### src/rtl/mmio_io_responder_pkg.sv
// Shared IO window map: register offsets and status bit positions used by the
// IO responder and by the memory-stage address decoder.
package mmio_io_responder_pkg;

   localparam logic [7:0] IO_UART_CTRL = 8'h00;
   localparam logic [7:0] IO_UART_RX   = 8'h04;
   localparam logic [7:0] IO_UART_TX   = 8'h08;
   localparam logic [7:0] IO_CYCLE_CNT = 8'h10;
   localparam logic [7:0] IO_INST_CNT  = 8'h14;
   localparam logic [7:0] IO_CNT_RST   = 8'h18;

   localparam int IO_STAT_TX_FREE  = 0;
   localparam int IO_STAT_RX_AVAIL = 1;

   // Registers are word-aligned, so the byte-lane bits never take part in decode.
   function automatic logic [7:0] ioWordOffset(input logic [7:0] byteOffset);
      return {byteOffset[7:2], 2'b00};
   endfunction

endpackage

### src/rtl/io_rx_fifo.sv
// Small power-of-two FIFO buffering received UART bytes until software reads
// them; a push into a full FIFO is accepted only when a pop frees a slot.
module io_rx_fifo #(
   parameter int DEPTH = 4,
   parameter int WIDTH = 8
) (
   input  logic             clk,
   input  logic             rst,
   input  logic             push_i,
   input  logic [WIDTH-1:0] data_i,
   input  logic             pop_i,
   output logic [WIDTH-1:0] data_o,
   output logic             full_o,
   output logic             empty_o
);

   localparam int AW = $clog2(DEPTH);

   logic [WIDTH-1:0] mem_q [DEPTH];
   logic [AW-1:0]    wrPtr_q, wrPtr_d;
   logic [AW-1:0]    rdPtr_q, rdPtr_d;
   logic [AW:0]      count_q, count_d;
   logic             doPush, doPop;

   assign full_o  = (count_q == (AW+1)'(DEPTH));
   assign empty_o = (count_q == '0);
   assign doPop   = pop_i && !empty_o;
   assign doPush  = push_i && (!full_o || doPop);
   assign data_o  = mem_q[rdPtr_q];

   always_comb begin
      wrPtr_d = wrPtr_q + AW'(doPush);
      rdPtr_d = rdPtr_q + AW'(doPop);
      count_d = count_q + (AW+1)'(doPush) - (AW+1)'(doPop);
   end

   always_ff @(posedge clk) begin
      if (rst) begin
         wrPtr_q <= '0;
         rdPtr_q <= '0;
         count_q <= '0;
      end else begin
         wrPtr_q <= wrPtr_d;
         rdPtr_q <= rdPtr_d;
         count_q <= count_d;
      end
   end

   // Storage needs no reset: occupancy alone decides what is valid.
   always_ff @(posedge clk) begin
      if (doPush) begin
         mem_q[wrPtr_q] <= data_i;
      end
   end

endmodule

### src/rtl/mmio_io_responder.sv
// IO-window responder: UART status/RX/TX registers plus cycle and instruction
// counters. Define IO_RX_FIFO_EN to buffer RX bytes in an io_rx_fifo.
module mmio_io_responder
   import mmio_io_responder_pkg::*;
#(
   parameter logic [31:0] ADDR_BASE     = 32'h8000_0000,
   parameter int          RX_FIFO_DEPTH = 4
) (
   input  logic        clk,
   input  logic        rst,
   input  logic [31:0] io_addr,
   input  logic        io_ren,
   input  logic        io_wen,
   input  logic [31:0] io_din,
   output logic [31:0] io_dout,
   input  logic        inst_retired,
   output logic [7:0]  uart_tx_data,
   output logic        uart_tx_valid,
   input  logic        uart_tx_ready,
   input  logic [7:0]  uart_rx_data,
   input  logic        uart_rx_valid,
   output logic        uart_rx_ready
);

   logic        hit, rdHit, wrHit;
   logic [7:0]  off;
   logic        unusedBits;

   logic        txFull_q, txFull_d;
   logic [7:0]  txData_q, txData_d;
   logic        txHandshake, txAccept;

   logic        rxAvail, rxRead, rxPop;
   logic [7:0]  rxByte;

   logic [31:0] cycleCnt_q, cycleCnt_d;
   logic [31:0] instCnt_q, instCnt_d;
   logic        cntClear;

   logic [31:0] readData;
   logic [31:0] ioDout_q, ioDout_d;

   assign hit        = (io_addr[31:8] == ADDR_BASE[31:8]);
   assign off        = ioWordOffset(io_addr[7:0]);
   assign rdHit      = io_ren && hit;
   assign wrHit      = io_wen && hit;
   assign unusedBits = ^{io_addr[1:0], io_din[31:8]};

   // A handshake frees the holding slot in the same cycle a new byte lands.
   assign txHandshake = txFull_q && uart_tx_ready;
   assign txAccept    = wrHit && (off == IO_UART_TX) && (!txFull_q || txHandshake);

   always_comb begin
      txFull_d = txFull_q;
      txData_d = txData_q;
      if (txAccept) begin
         txFull_d = 1'b1;
         txData_d = io_din[7:0];
      end else if (txHandshake) begin
         txFull_d = 1'b0;
      end
   end

   assign uart_tx_valid = txFull_q;
   assign uart_tx_data  = txData_q;
   assign rxRead        = rdHit && (off == IO_UART_RX);

`ifdef IO_RX_FIFO_EN
   logic fifoFull, fifoEmpty, fifoPush;

   assign uart_rx_ready = !rst && !fifoFull;
   assign fifoPush      = uart_rx_valid && uart_rx_ready;
   assign rxPop         = rxRead && !fifoEmpty;
   assign rxAvail       = !fifoEmpty;

   io_rx_fifo #(
      .DEPTH(RX_FIFO_DEPTH),
      .WIDTH(8)
   ) uRxFifo (
      .clk    (clk),
      .rst    (rst),
      .push_i (fifoPush),
      .data_i (uart_rx_data),
      .pop_i  (rxPop),
      .data_o (rxByte),
      .full_o (fifoFull),
      .empty_o(fifoEmpty)
   );
`else
   localparam int unusedFifoDepth = RX_FIFO_DEPTH;

   // Pass-through: the receiver's byte is consumed by the very read that returns it.
   assign rxAvail       = uart_rx_valid;
   assign rxByte        = uart_rx_data;
   assign rxPop         = rxRead && uart_rx_valid;
   assign uart_rx_ready = !rst && rxPop;
`endif

   assign cntClear = wrHit && (off == IO_CNT_RST);

   always_comb begin
      cycleCnt_d = cycleCnt_q + 32'd1;
      instCnt_d  = instCnt_q + {31'd0, inst_retired};
      if (cntClear) begin
         cycleCnt_d = '0;
         instCnt_d  = '0;
      end
   end

   // Reads see pre-update state, so a same-cycle clear still returns the old count.
   always_comb begin
      readData = '0;
      if (hit) begin
         case (off)
            IO_UART_CTRL: begin
               readData[IO_STAT_TX_FREE]  = !txFull_q;
               readData[IO_STAT_RX_AVAIL] = rxAvail;
            end
            IO_UART_RX:   readData = rxAvail ? {24'd0, rxByte} : 32'd0;
            IO_CYCLE_CNT: readData = cycleCnt_q;
            IO_INST_CNT:  readData = instCnt_q;
            default:      readData = '0;
         endcase
      end
   end

   always_comb begin
      ioDout_d = ioDout_q;
      if (io_ren) begin
         ioDout_d = readData;
      end
   end

   assign io_dout = ioDout_q;

   always_ff @(posedge clk) begin
      if (rst) begin
         txFull_q   <= 1'b0;
         txData_q   <= '0;
         cycleCnt_q <= '0;
         instCnt_q  <= '0;
         ioDout_q   <= '0;
      end else begin
         txFull_q   <= txFull_d;
         txData_q   <= txData_d;
         cycleCnt_q <= cycleCnt_d;
         instCnt_q  <= instCnt_d;
         ioDout_q   <= ioDout_d;
      end
   end

endmodule

### config.mk
export PLATFORM = sky130hd
export DESIGN_NAME = mmio_io_responder
export DESIGN_NICKNAME = d
export VERILOG_FILES = /design/src/rtl/mmio_io_responder_pkg.sv /design/src/rtl/io_rx_fifo.sv /design/src/rtl/mmio_io_responder.sv
export SDC_FILE = /design/constraint.sdc
export NUM_CORES = 1
export LEC_CHECK = 0
export CORE_AREA = 5 5 134 98
export DETAILED_ROUTE_END_ITERATION = 6
export DIE_AREA = 0 0 139 103
export PLACE_DENSITY_LB_ADDON = 0.1
export SYNTH_ARGS = -nofsm -noshare
export SYNTH_HDL_FRONTEND = slang
export SYNTH_SLANG_ARGS = --single-unit
export TNS_END_PERCENT = 10
### constraint.sdc
create_clock -name clk -period 7.3 [get_ports clk]
set_clock_uncertainty 0.15 [all_clocks]
set_input_delay 2.19 -clock clk [delete_from_list [all_inputs] [get_ports clk]]
set_output_delay 2.19 -clock clk [all_outputs]
set_load 0.02 [all_outputs]
======== Yosys cells after proc, flatten, opt, wreduce, memory -nomap -nowiden ========
Index checks and enable logic that the tools add are counted.
W data, S select, Z words.
word-level totals
  register bits ........................... 105
  bits of input ports ..................... 79
  word-level logic and storage cells ...... 34
operators by class
  $add $sub $neg .......................... 2
  equal/unequal tests ..................... 6
  multiplexer cells ....................... 6
  reduce and logical (&&, ||, !) cells .... 15
operator list
  kind                     count
  $pmux W30 S3             1
  $add A32 B1 Y32          1
  $add A32 B1 Y32 const B  1
  $mux W32                 1
  $eq A24 B24 Y1 const B   1
  $eq A6 B3 Y1 const B     3
  $logic_and A1 B1 Y1      9
  $logic_not A8 Y1         1
  $mux W8                  1
  $pmux W2 S4              1
  $eq A6 B1 Y1 const B     1
  $eq A6 B2 Y1 const B     1
  $logic_not A1 Y1         2
  $mux W1                  2
  $reduce_bool A2 Y1       1
  $reduce_or A2 Y1         1
  $logic_or A1 B1 Y1       1

======== Depth between registers and ports, before layout ========
Gate-level depths: netlist of run 1.
  depth after elaboration ................. 5
  depth in mapped cells ................... 7

======== Least setup slack after synthesis of run 1 ========
No wires, ideal clock.
  kind .................................... input-to-output
  start point ............................. in io_addr[12]
  end point ............................... out uart_rx_ready
  arrival ................................. 3.816 ns
  data required time ...................... 4.960 ns
  setup slack ............................. 1.144 ns
  cell stages on the path ................. 5
  buffers on the path ..................... 1
  cell sequence ........................... or4_1 nor2_1 clkbuf_1 nand3_1 nor3_1
between the ends
  word-level cells in the longest chain between the ends .. 5
ends and longest elaborated chain
  item                 line                     RTL
  from (decl)          mmio_io_responder.sv:11  input logic [31:0] io_addr,
  $eq A24 B24 Y1       mmio_io_responder.sv:43  assign hit = (io_addr[31:8] == ADDR_BASE[31:8]);
  $logic_and A1 B1 Y1  mmio_io_responder.sv:45  assign rdHit = io_ren && hit;
  $logic_and A1 B1 Y1  mmio_io_responder.sv:66  assign rxRead = rdHit && (off == IO_UART_RX);
  $logic_and A1 B1 Y1  mmio_io_responder.sv:95  assign rxPop = rxRead && uart_rx_valid;
  $logic_and A1 B1 Y1  mmio_io_responder.sv:96  assign uart_rx_ready = !rst && rxPop;
  to (decl)            mmio_io_responder.sv:22  output logic uart_rx_ready
No other way between the ends.

======== Worst setup path after layout of run 1 ========
  start point ............................. in io_addr[3]
  end point ............................... out uart_rx_ready
between the ends
  word-level cells in the longest chain between the ends .. 4
ends and longest elaborated chain
  item                 line
  $eq A6 B1 Y1         mmio_io_responder.sv:66
  $logic_and A1 B1 Y1  mmio_io_responder.sv:66
  $logic_and A1 B1 Y1  mmio_io_responder.sv:95
  $logic_and A1 B1 Y1  mmio_io_responder.sv:96
No other way between the ends.

==> impl_results.md, run 1 <==
* Cts hold-fix bufs at 0
* Hold-critical path depth at 2
* Port buffer count at 94
* RePlAce Congestion at 0.769
* First DRT Iteration DRCs at 265
* CP bufs+invs at 2
* Total die area at 14,300 sq um
* Worst hold start: io_dout[24]
* Yosys reg bits at 105
* Hold Path Class: flip-flop to flip-flop
* Fmax achieved at 0.144 GHz
* FF-to-FF Start: cycleCnt_q[5]
* CP arrival at 4.59 ns
* Unrepaired setup endpoints after global routing: no
* Drt wl/cell at 16.0 um
* Number of top-level pins at 121
* Worst reg2reg path endpoint: cycleCnt_q[31]
* Detailed Place HPWL at 9580 um
* Commonest non-fill, non-tap cell in the layout: dfxtp_1
* Initial DRT Pass Iterations at 4
* Setup total negative slack at 0 ns
* Via count at 4,638
* CTS max path bufs at 2
* Die width at 139 um
* CP peak stage delay at 0.64 ns
* CP Launch Type: primary input
* Nature of the critical path endpoint: output port
* H-tree Lvls at 3
* Worst-path clk slew at 0.07 ns
* Reg2reg path depth at 4
* Yosys warning total at 0
* Clock power frac at 42.4%
* Vias/cell at 5.59
* Vias in the first global route at 4,442
* Site Rows at 34
* CP required at 4.96 ns
* Relative slew slack at 21.7%
* Setup bufs post-CTS at 0
* TritonCTS Buffers at 9
* Reg2reg setup slack at 4.76 ns
* Sequential area share after synthesis at 42.0%
* CP most frequent cell: clkdlybuf4s50_1
* VDD IR max at 0.145 mV
* Global-route wire length before repair at 22,200 um
* Final setup viols at 0
* Final #Nets at 745
* Final hold violations at 0
* Clk sink count at 105
* Slew Limit Fails at 0
* Hold worst-path end: io_dout[24]
* P_int at 878 uW
* Initial antenna violation count at 0
* Worst-Skew Late Latency at 0.34 ns
* Synthesized area at 5000 sq um
* Syn_nets at 668
* Pwr dens at 177 nW/um^2
* Number of remaining DRC errors at 0
* Commonest non-fill, non-tap cells in the layout: dfxtp_1 (105), clkdlybuf4s50_1 (93), nand2_1 (50), o21ai_0 (50), a21oi_1 (45)
* ANT nets after route at 0
* Layout area overhead at 26.4%
* Pleak at 2.04 nW
* Outcome: complete, no violations
* Tmin final at 6.93 ns
* Remaining global-route overflow at 0
* Largest net degree at the start of global routing at 42
* Sw Ratio at 21.7%
* Initial core utilization at 42.0%
* Die Ht at 103 um
* Post-synth EDFFs at 0
* Ant diodes at 0
* Async SR Flop Fraction at 0%
* Comb power frac at 6.1%
* Share of post-route cells with drive strength above 1 at 5.09%
* Sequential fraction of design power at 51.5%
* Max Cap Viol at 0
* Kind of cell adding the most delay to the critical path: simple AND/OR/NAND/NOR gates
* Syn avg cell area at 8.54 sq um
* Library cells used by synthesis at 46
* CTS Root Buffer Type: clkbuf_16
* CTS tree: yes
* Ordered list of cells on the worst path: clkdlybuf4s50_1 -> or4_1 -> nor3b_1 -> nand3_1 -> nor3_1 -> clkdlybuf4s50_1
* Crit Path Category: primary input to output port
* GRT Total Usage at 18.8%
* Syn Inst Count at 586
* Total power at 1.12 mW
* CP max-delay cell: clkdlybuf4s50_1
* Post_cts resized at 0
* WL final at 13,300 um
* Post-route clock period utilization at 94.9%
* Psw at 243 uW
* Slew of the pin with the lowest slew margin at 1.17 ns
* Core footprint at 11,900 sq um
* Main synth FF type: dfxtp_1
* Critical Path Fanout Max at 3
==> layout make-up <==
type                       count  area (sq um)
sequential                   105          2100
multi-input combinational    436          2710
tap                          162           203
timing repair buffer         101           988
clock inverter                 5          56.3
clock buffer                  11           233
fill                        1128          5580
inverter                      10          37.5
==> sequential cells by signal, indices dropped and copies added (netlist names) <==
signal         count
uart_tx_valid      1
io_dout           32
cycleCnt_q        32
uart_tx_data       8
instCnt_q         32
==> per-stage QoR <==
step | hold WS, ns | instance area, sq um | setup WS [ns] | std cells | utilization [%]
after floorplan | 0.288 | 5000 | 1.14 | 586 | -
final | 0.301 | 6330 | 0.369 | 830 | 53.1
after global placement | 0.284 | 6040 | 0.418 | 814 | 50.7
after CTS | 0.309 | 6330 | 0.392 | 830 | 53.1
after global routing | 0.336 | 6330 | 0.272 | 830 | 53.1
after detailed placement | 0.294 | 6040 | 0.393 | 814 | 50.7
==> worst max-delay path by stage <==
| stage | startpoint | end | slack [ns] | depth (start not counted) |
|---|---|---|---|---|
| 6_report | io_addr[3] | uart_rx_ready | 0.37 | 6 |
| 3_5_place_dp | io_addr[3] | uart_rx_ready | 0.39 | 6 |
| 2_1_floorplan | io_addr[12] | uart_rx_ready | 1.14 | 5 |
| 5_1_grt | io_addr[3] | uart_rx_ready | 0.27 | 6 |
| 3_3_place_gp | io_addr[3] | uart_rx_ready | 0.42 | 6 |
| 4_1_cts | io_addr[3] | uart_rx_ready | 0.39 | 6 |
==> cells in the mapped netlist, types with 3 or more instances <==
| cell type | count | area share (%) |
|---|---|---|
| nand2b_1 | 13 | 1.6 |
| or3_1 | 14 | 1.7 |
| and3_1 | 5 | 0.63 |
| ha_1 | 3 | 0.75 |
| clkbuf_1 | 26 | 1.9 |
| nor3_1 | 8 | 0.80 |
| o21ai_0 | 50 | 5.0 |
| o22ai_1 | 6 | 0.75 |
| mux2i_1 | 35 | 7.0 |
| xor2_1 | 14 | 2.5 |
| a21oi_1 | 45 | 4.5 |
| nor2b_1 | 4 | 0.50 |
| or4_1 | 16 | 2.4 |
| and4_1 | 9 | 1.6 |
| nand4_1 | 39 | 4.9 |
| inv_1 | 9 | 0.67 |
| o31ai_1 | 21 | 3.1 |
| xnor2_1 | 12 | 2.1 |
| nor2_1 | 42 | 3.1 |
| nor4_1 | 12 | 1.5 |
| nand3_1 | 18 | 1.8 |
| dfxtp_1 | 105 | 42 |
| nand2_1 | 50 | 3.8 |
| buf_2 | 4 | 0.40 |
==> tightest hold or removal path, cell delays in order (launching register included) <==
cell     delay [ns]
dfxtp_1        0.33
nand2_1        0.04
o21ai_0        0.05
==> kinds of logic (layout without fill, tap and decap cells) <==
group,Yosys count,in the layout,share of synthesized area [%]
xor+xnor,26,26,4.55
fa+ha+maj,3,3,0.750
compound gates,127,127,14.4
buf+inv,45,127,4.10
simple gates,245,245,27.2
flops,105,105,42.0
mux,35,35,7.00
==> per-layer routing <==
metal / track usage [%] / up-vias / wire, um
met2: 30.5 / 69 / 6110
li1: - / 2308 / -
met3: 3.85 / 8 / 423
met5: 0 / - / 0
met1: 26.2 / 2253 / 6660
met4: 4.51 / 0 / 103
==> power groups by stage <==
stage | clock network [mW] | logic, mW | registers, mW
5_1_grt | 0.507 | 0.0736 | 0.578
6_report | 0.475 | 0.0679 | 0.578
3_3_place_gp | 0 | 0.0667 | 0.591
4_1_cts | 0.490 | 0.0680 | 0.578
2_1_floorplan | 0 | 0.0314 | 0.590
3_5_place_dp | 0 | 0.0678 | 0.591
Note: power is estimated with default switching activity, not from simulation.
==> inputs of run 2 (changes only) <==
--- a/config.mk
+++ b/config.mk
@@ -9,4 +9,5 @@
 export DETAILED_ROUTE_END_ITERATION = 6
 export DIE_AREA = 0 0 139 103
+export HOLD_SLACK_MARGIN = 0.15
 export PLACE_DENSITY_LB_ADDON = 0.1
 export SYNTH_ARGS = -nofsm -noshare
==> constraint.sdc (replaced) <==
create_clock -name clk -period 7.3 [get_ports clk]
set_clock_uncertainty 0.15 [all_clocks]
set_input_delay 1.46 -clock clk [delete_from_list [all_inputs] [get_ports clk]]
set_output_delay 1.46 -clock clk [all_outputs]
set_load 0.02 [all_outputs]
==> run 2 against run 1 <==
Combinational power decreased by 1%; die area is the same; sequential share of layout area down 0.052 points; critical endpoint unchanged; routed wire length fell by 0.83%; critical path depth unchanged; total power is 3.6% higher.
==> impl_results.md, run 2 (synthesis gave the netlist of run 1 again) <==
* Via count at 4,603 (-0.75%)
* Post_cts resized at 0 (unchanged)
* Unrepaired setup endpoints after global routing: no
* Clock power frac at 44.5% (+2.1 points)
* Slew Limit Fails at 0 (unchanged)
* RePlAce Congestion at 0.830 (+7.9%)
* Slew of the pin with the lowest slew margin at 1.16 ns (-0.0108 ns)
* Commonest non-fill, non-tap cells in the layout: dfxtp_1 (105), clkdlybuf4s50_1 (93), nand2_1 (50), o21ai_0 (50), a21oi_1 (45)
* Comb power frac at 5.8% (-0.3 points)
* Vias/cell at 5.57 (-0.39%)
* Critical Path Start: io_addr[12]
* Final worst slack at 1.47 ns (+1.10 ns)
* Multi-input logic area at 2710 sq um (unchanged)
* CP arrival at 4.22 ns (-0.37 ns)
* Commonest non-fill, non-tap cell in the layout: dfxtp_1
* Core footprint at 11,900 sq um (unchanged)
* Cts hold-fix bufs at 0 (unchanged)
* Hold Path Class: flip-flop to flip-flop
* Setup bufs post-CTS at 0 (unchanged)
* Finished Cell Area at 6340 sq um (+0.16%)
* Die Ht at 103 um (unchanged)
* Total die area at 14,300 sq um (unchanged)
* Initial antenna violation count at 0 (unchanged)
* Fin Hold WS at 0.303 ns (+0.00146 ns)
* Die width at 139 um (unchanged)
* Outcome: complete, no violations
* Remaining global-route overflow at 0 (unchanged)
* Share of post-route cells with drive strength above 1 at 4.81% (-0.28 points)
* Detailed Place HPWL at 9470 um (-1.2%)
* Final #Nets at 742 (-0.40%)
* Site Rows at 34 (unchanged)
* CTS tree: yes
* Sequential fraction of design power at 49.8% (-1.7 points)
* Layout fillers at 1,097 (-2.7%)
* Placed cells at 811 (-0.37%)
* Psw at 240 uW (-1.0%)
* Sequential Area at 2100 sq um (unchanged)
* Critical Path Fanout Max at 11 (+8)
* First DRT Iteration DRCs at 290 (+9.4%)
* Worst hold start: io_dout[24]
* Nature of the critical path endpoint: output port
* CTS Root Buffer Type: clkbuf_16
* Final hold violations at 0 (unchanged)
* Fin util at 53.2% (+0.084 points)
* Initial DRT Pass Iterations at 4 (unchanged)
* Relative slew slack at 22.4% (+0.72 points)
* Layout area overhead at 26.6%
* Number of top-level pins at 121 (unchanged)
* P_int at 921 uW (+4.9%)
* CTS max path bufs at 2 (unchanged)
* Max Cap Viol at 0 (unchanged)
* Clk sink count at 105 (unchanged)
* GRT Total Usage at 18.4% (-0.43 points)
* Drt wl/cell at 15.9 um (-0.47%)
* VDD IR max at 0.131 mV (-9.8%)
* WL final at 13,200 um (-0.83%)
* DP Worst Slack at 1.52 ns (+1.12 ns)
* Port buffer count at 94 (unchanged)
* Crit Path Category: primary input to output port
* Initial core utilization at 42.0% (unchanged)
* Placed Area at 6020 sq um (-0.37%)
* Total power at 1.16 mW (+3.6%)
* Finished Layout Cells at 827 (-0.36%)
* Fmax achieved at 0.172 GHz (+19%)
* Sw Ratio at 20.7% (-0.97 points)
* H-tree Lvls at 3 (unchanged)
* Tmin final at 5.83 ns (-1.10 ns)
* Number of remaining DRC errors at 0 (unchanged)
* Worst-path clk slew at 0.07 ns (about the same)
* Final setup viols at 0 (unchanged)
* FF-to-FF Start: instCnt_q[3]
* TritonCTS Buffers at 9 (unchanged)
* ANT nets after route at 0 (unchanged)
* Vias in the first global route at 4,343 (-2.2%)
* CP required at 5.69 ns (+0.73 ns)
* Ant diodes at 0 (unchanged)
* Post-route clock period utilization at 79.8% (-15 points)
* CP Launch Type: primary input
* Worst-Skew Late Latency at 0.34 ns (about the same)
* Pleak at 2.05 nW (+0.24%)
* Largest net degree at the start of global routing at 61 (+45%)
* Setup total negative slack at 0 ns (unchanged)
* Global-route wire length before repair at 21,500 um (-3.2%)
* Pwr dens at 183 nW/um^2 (+3.4%)
run 2: layout make-up:
type	count	area share [%]
clock buffer	11	3.83
timing repair buffer	98	15.2
inverter	10	0.592
tap	162	3.20
clock inverter	5	1.24
sequential	105	33.2
multi-input combinational	436	42.7
run 2: final timing paths:
check	depth (start not counted)	endpoint	slack [ns]
max	6	uart_rx_ready	1.47
min	2	io_dout[24]	0.30
min reg2reg	2	io_dout[24]	0.30
max reg2reg	4	instCnt_q[26]	4.74
run 2: per-layer routing:
metal,up-vias,GRT usage [%],wire [um]
li1,2302,-,-
met1,2200,24.2,6330
met2,87,30.5,6080
met3,14,4.13,611
met4,0,5.94,170
met5,-,0,0
run 2: power by group through the flow:
stage | clock network [mW] | logic [mW] | registers, mW
floorplan | 0 | 0.0314 | 0.590
global placement | 0 | 0.0656 | 0.591
detailed placement | 0 | 0.0670 | 0.591
CTS | 0.532 | 0.0671 | 0.578
global route | 0.554 | 0.0724 | 0.578
finish | 0.517 | 0.0670 | 0.578
run 2: worst max-delay path: stages:
cell	delay, ns
clkdlybuf4s50_1	0.43
or4_1	0.58
nor2_1	0.61
nand3_1	0.24
nor3_1	0.25
clkdlybuf4s50_1	0.64
==> inputs of run 3 (changes only) <==
Clock period 7.3 ns to 5.7 ns, I/O delays scaled along.
==> run 3 against run 2 <==
Critical path depth did not move; total power rose by 28%; cell count rose by 0.12%; global-route usage rose by 0.24 points; core utilization barely moved; clock-buffer cell count fell by 2; sequential share of layout area barely moved; register-to-register slack got worse by 1.6 ns; first-iteration DRC count rose by 20%; largest cell class unchanged; clock power rose by 28%; non-clock buffer count rose by 1.
==> impl_results.md, run 3 (synthesis gave the netlist of run 1 again) <==
* Site Rows at 34 (unchanged)
* Initial DRT Pass Iterations at 5 (+1)
* CTS Root Buffer Type: clkbuf_16
* Clk sink count at 105 (unchanged)
* Initial antenna violation count at 0 (unchanged)
* Post-route clock period utilization at 84.1%
* Ant diodes at 0 (unchanged)
* Reg2reg path depth at 4 (unchanged)
* Critical Path Fanout Max at 3 (-8)
* DP Worst Slack at 0.919 ns (-0.598 ns)
* H-tree Lvls at 3 (unchanged)
* FF-to-FF Start: cycleCnt_q[5]
* Layout area overhead at 26.7% (about the same)
* Via count at 4,647 (+0.96%)
* Capture point of the worst path: uart_rx_ready
* Remaining global-route overflow at 0 (unchanged)
* ANT nets after route at 0 (unchanged)
* CP bufs+invs at 2 (unchanged)
* Die width at 139 um (unchanged)
* Share of post-route cells with drive strength above 1 at 5.11% (+0.29 points)
* CTS max path bufs at 2 (unchanged)
* Final hold violations at 0 (unchanged)
* Ordered list of cells on the worst path: clkdlybuf4s50_1 -> or4_1 -> nor3b_1 -> nand3_1 -> nor3_1 -> clkdlybuf4s50_1
* Critical Path Start: io_addr[3]
* CP max-delay cell: clkdlybuf4s50_1
* CP Depth at 6 (unchanged)
* GRT Total Usage at 18.6% (+0.24 points)
* Vias/cell at 5.61 (+0.83%)
* Post_cts resized at 0 (unchanged)
* CTS tree: yes
* Fin util at 53.2% (about the same)
* Commonest non-fill, non-tap cell in the layout: dfxtp_1
* Cts hold-fix bufs at 0 (unchanged)
* Largest net degree at the start of global routing at 40 (-34%)
* Nature of the critical path endpoint: output port
* VDD IR max at 0.153 mV (+17%)
* Die Ht at 103 um (unchanged)
* Slew Limit Fails at 0 (unchanged)
* Pleak at 2.05 nW (+0.29%)
* Reg2reg setup slack at 3.11 ns (-1.63 ns)
* Vias in the first global route at 4,419 (+1.7%)
* Worst-Skew Late Latency at 0.34 ns (about the same)
* Slew of the pin with the lowest slew margin at 1.24 ns (+0.0743 ns)
* Drt wl/cell at 16.3 um (+2.3%)
* Layout fillers at 1,130 (+3.0%)
* Global-route wire length before repair at 21,900 um (+1.9%)
* Final worst slack at 0.908 ns (-0.564 ns)
* Hold Path Class: flip-flop to flip-flop
* Core footprint at 11,900 sq um (unchanged)
* Setup bufs post-CTS at 0 (unchanged)
* CP most frequent cell: clkdlybuf4s50_1
* RePlAce Congestion at 0.819 (-1.4%)
* Worst-path clk slew at 0.07 ns (about the same)
* Outcome: complete, no violations
* Total power at 1.49 mW (+28%)
* Fmax achieved at 0.209 GHz
* Port buffer count at 94 (unchanged)
* Max Cap Viol at 0 (unchanged)
* Sequential Area at 2100 sq um (unchanged)
* TritonCTS Buffers at 9 (unchanged)
* Setup total negative slack at 0 ns (unchanged)
* Kind of cell adding the most delay to the critical path: simple AND/OR/NAND/NOR gates
* CP peak stage delay at 0.64 ns (about the same)
* Unrepaired setup endpoints after global routing: no
* Detailed Place HPWL at 9690 um (+2.3%)
* Relative slew slack at 17.4% (-5.0 points)
* Worst hold start: io_dout[23]
* Final #Nets at 743 (+0.13%)
* Commonest non-fill, non-tap cells in the layout: dfxtp_1 (105), clkdlybuf4s50_1 (93), nand2_1 (50), o21ai_0 (50), a21oi_1 (45)
* Pwr dens at 235 nW/um^2 (+28%)
* WL final at 13,500 um (+2.5%)
* Tmin final at 4.79 ns
* Total die area at 14,300 sq um (unchanged)
* Multi-input logic area at 2710 sq um (unchanged)
* Final setup viols at 0 (unchanged)
* CP required at 4.41 ns (-1.28 ns)
* Fin Hold WS at 0.302 ns (-0.000439 ns)
* Worst reg2reg path endpoint: cycleCnt_q[31]
* Initial core utilization at 42.0% (unchanged)
* Number of top-level pins at 121 (unchanged)
* Number of remaining DRC errors at 0 (unchanged)
* First DRT Iteration DRCs at 349 (+20%)
* Crit Path Category: primary input to output port
* CP arrival at 3.50 ns (-0.72 ns)
* CP Launch Type: primary input
## run 3: cell types whose count changed in the layout (fill, tap and decap cells not counted), sizes merged
cell / before / now
clkbuf: 11 / 9
inv: 9 / 11
buf: 5 / 6
## run 3: routing by layer
layer | track usage, % | vias to the layer above | share of wire, % | wire length (um)
li1 | - | 2317 | - | -
met1 | 25.0 | 2230 | 48 | 6520
met2 | 31.1 | 84 | 46 | 6270
met3 | 3.94 | 16 | 4.0 | 540
met4 | 4.89 | 0 | 1.3 | 181
met5 | 0 | - | 0 | 0
## run 3: where the power goes
part | total [mW] | switching [mW] | leakage [nW] | internal [mW]
logic | 0.0865 | 0.0391 | 1.05 | 0.0474
registers | 0.740 | 0.00385 | 0.846 | 0.736
clock network | 0.663 | 0.277 | 0.160 | 0.386
## run 3: per-stage QoR
stage	cells	cell area (sq um)
5_1_grt	828	6340
6_report	828	6340
2_1_floorplan	586	5000
4_1_cts	828	6340
3_5_place_dp	812	6020
3_3_place_gp	812	6020
## run 3: how the worst min path moves through the flow
stage,slack (ns),endpoint,cells after the start
floorplan,0.29,cycleCnt_q[0],1
global placement,0.28,io_dout[29],2
detailed placement,0.29,io_dout[23],2
CTS,0.31,io_dout[23],2
global route,0.33,io_dout[27],2
finish,0.30,io_dout[23],2
## run 3: final cells by class
class,count,share of cell area [%]
clock buffers,9,3.55
clock inverters,7,1.46
inverters,10,0.592
multi-input cells,436,42.7
flip-flops and latches,105,33.1
well taps,162,3.20
repair buffers,99,15.4
## run 3: worst register-to-register path, stage by stage (launching register included)
cell	delay [ns]
dfxtp_1	0.43
and3_1	0.37
nand4_1	0.69
or4_1	0.73
a21oi_1	0.15
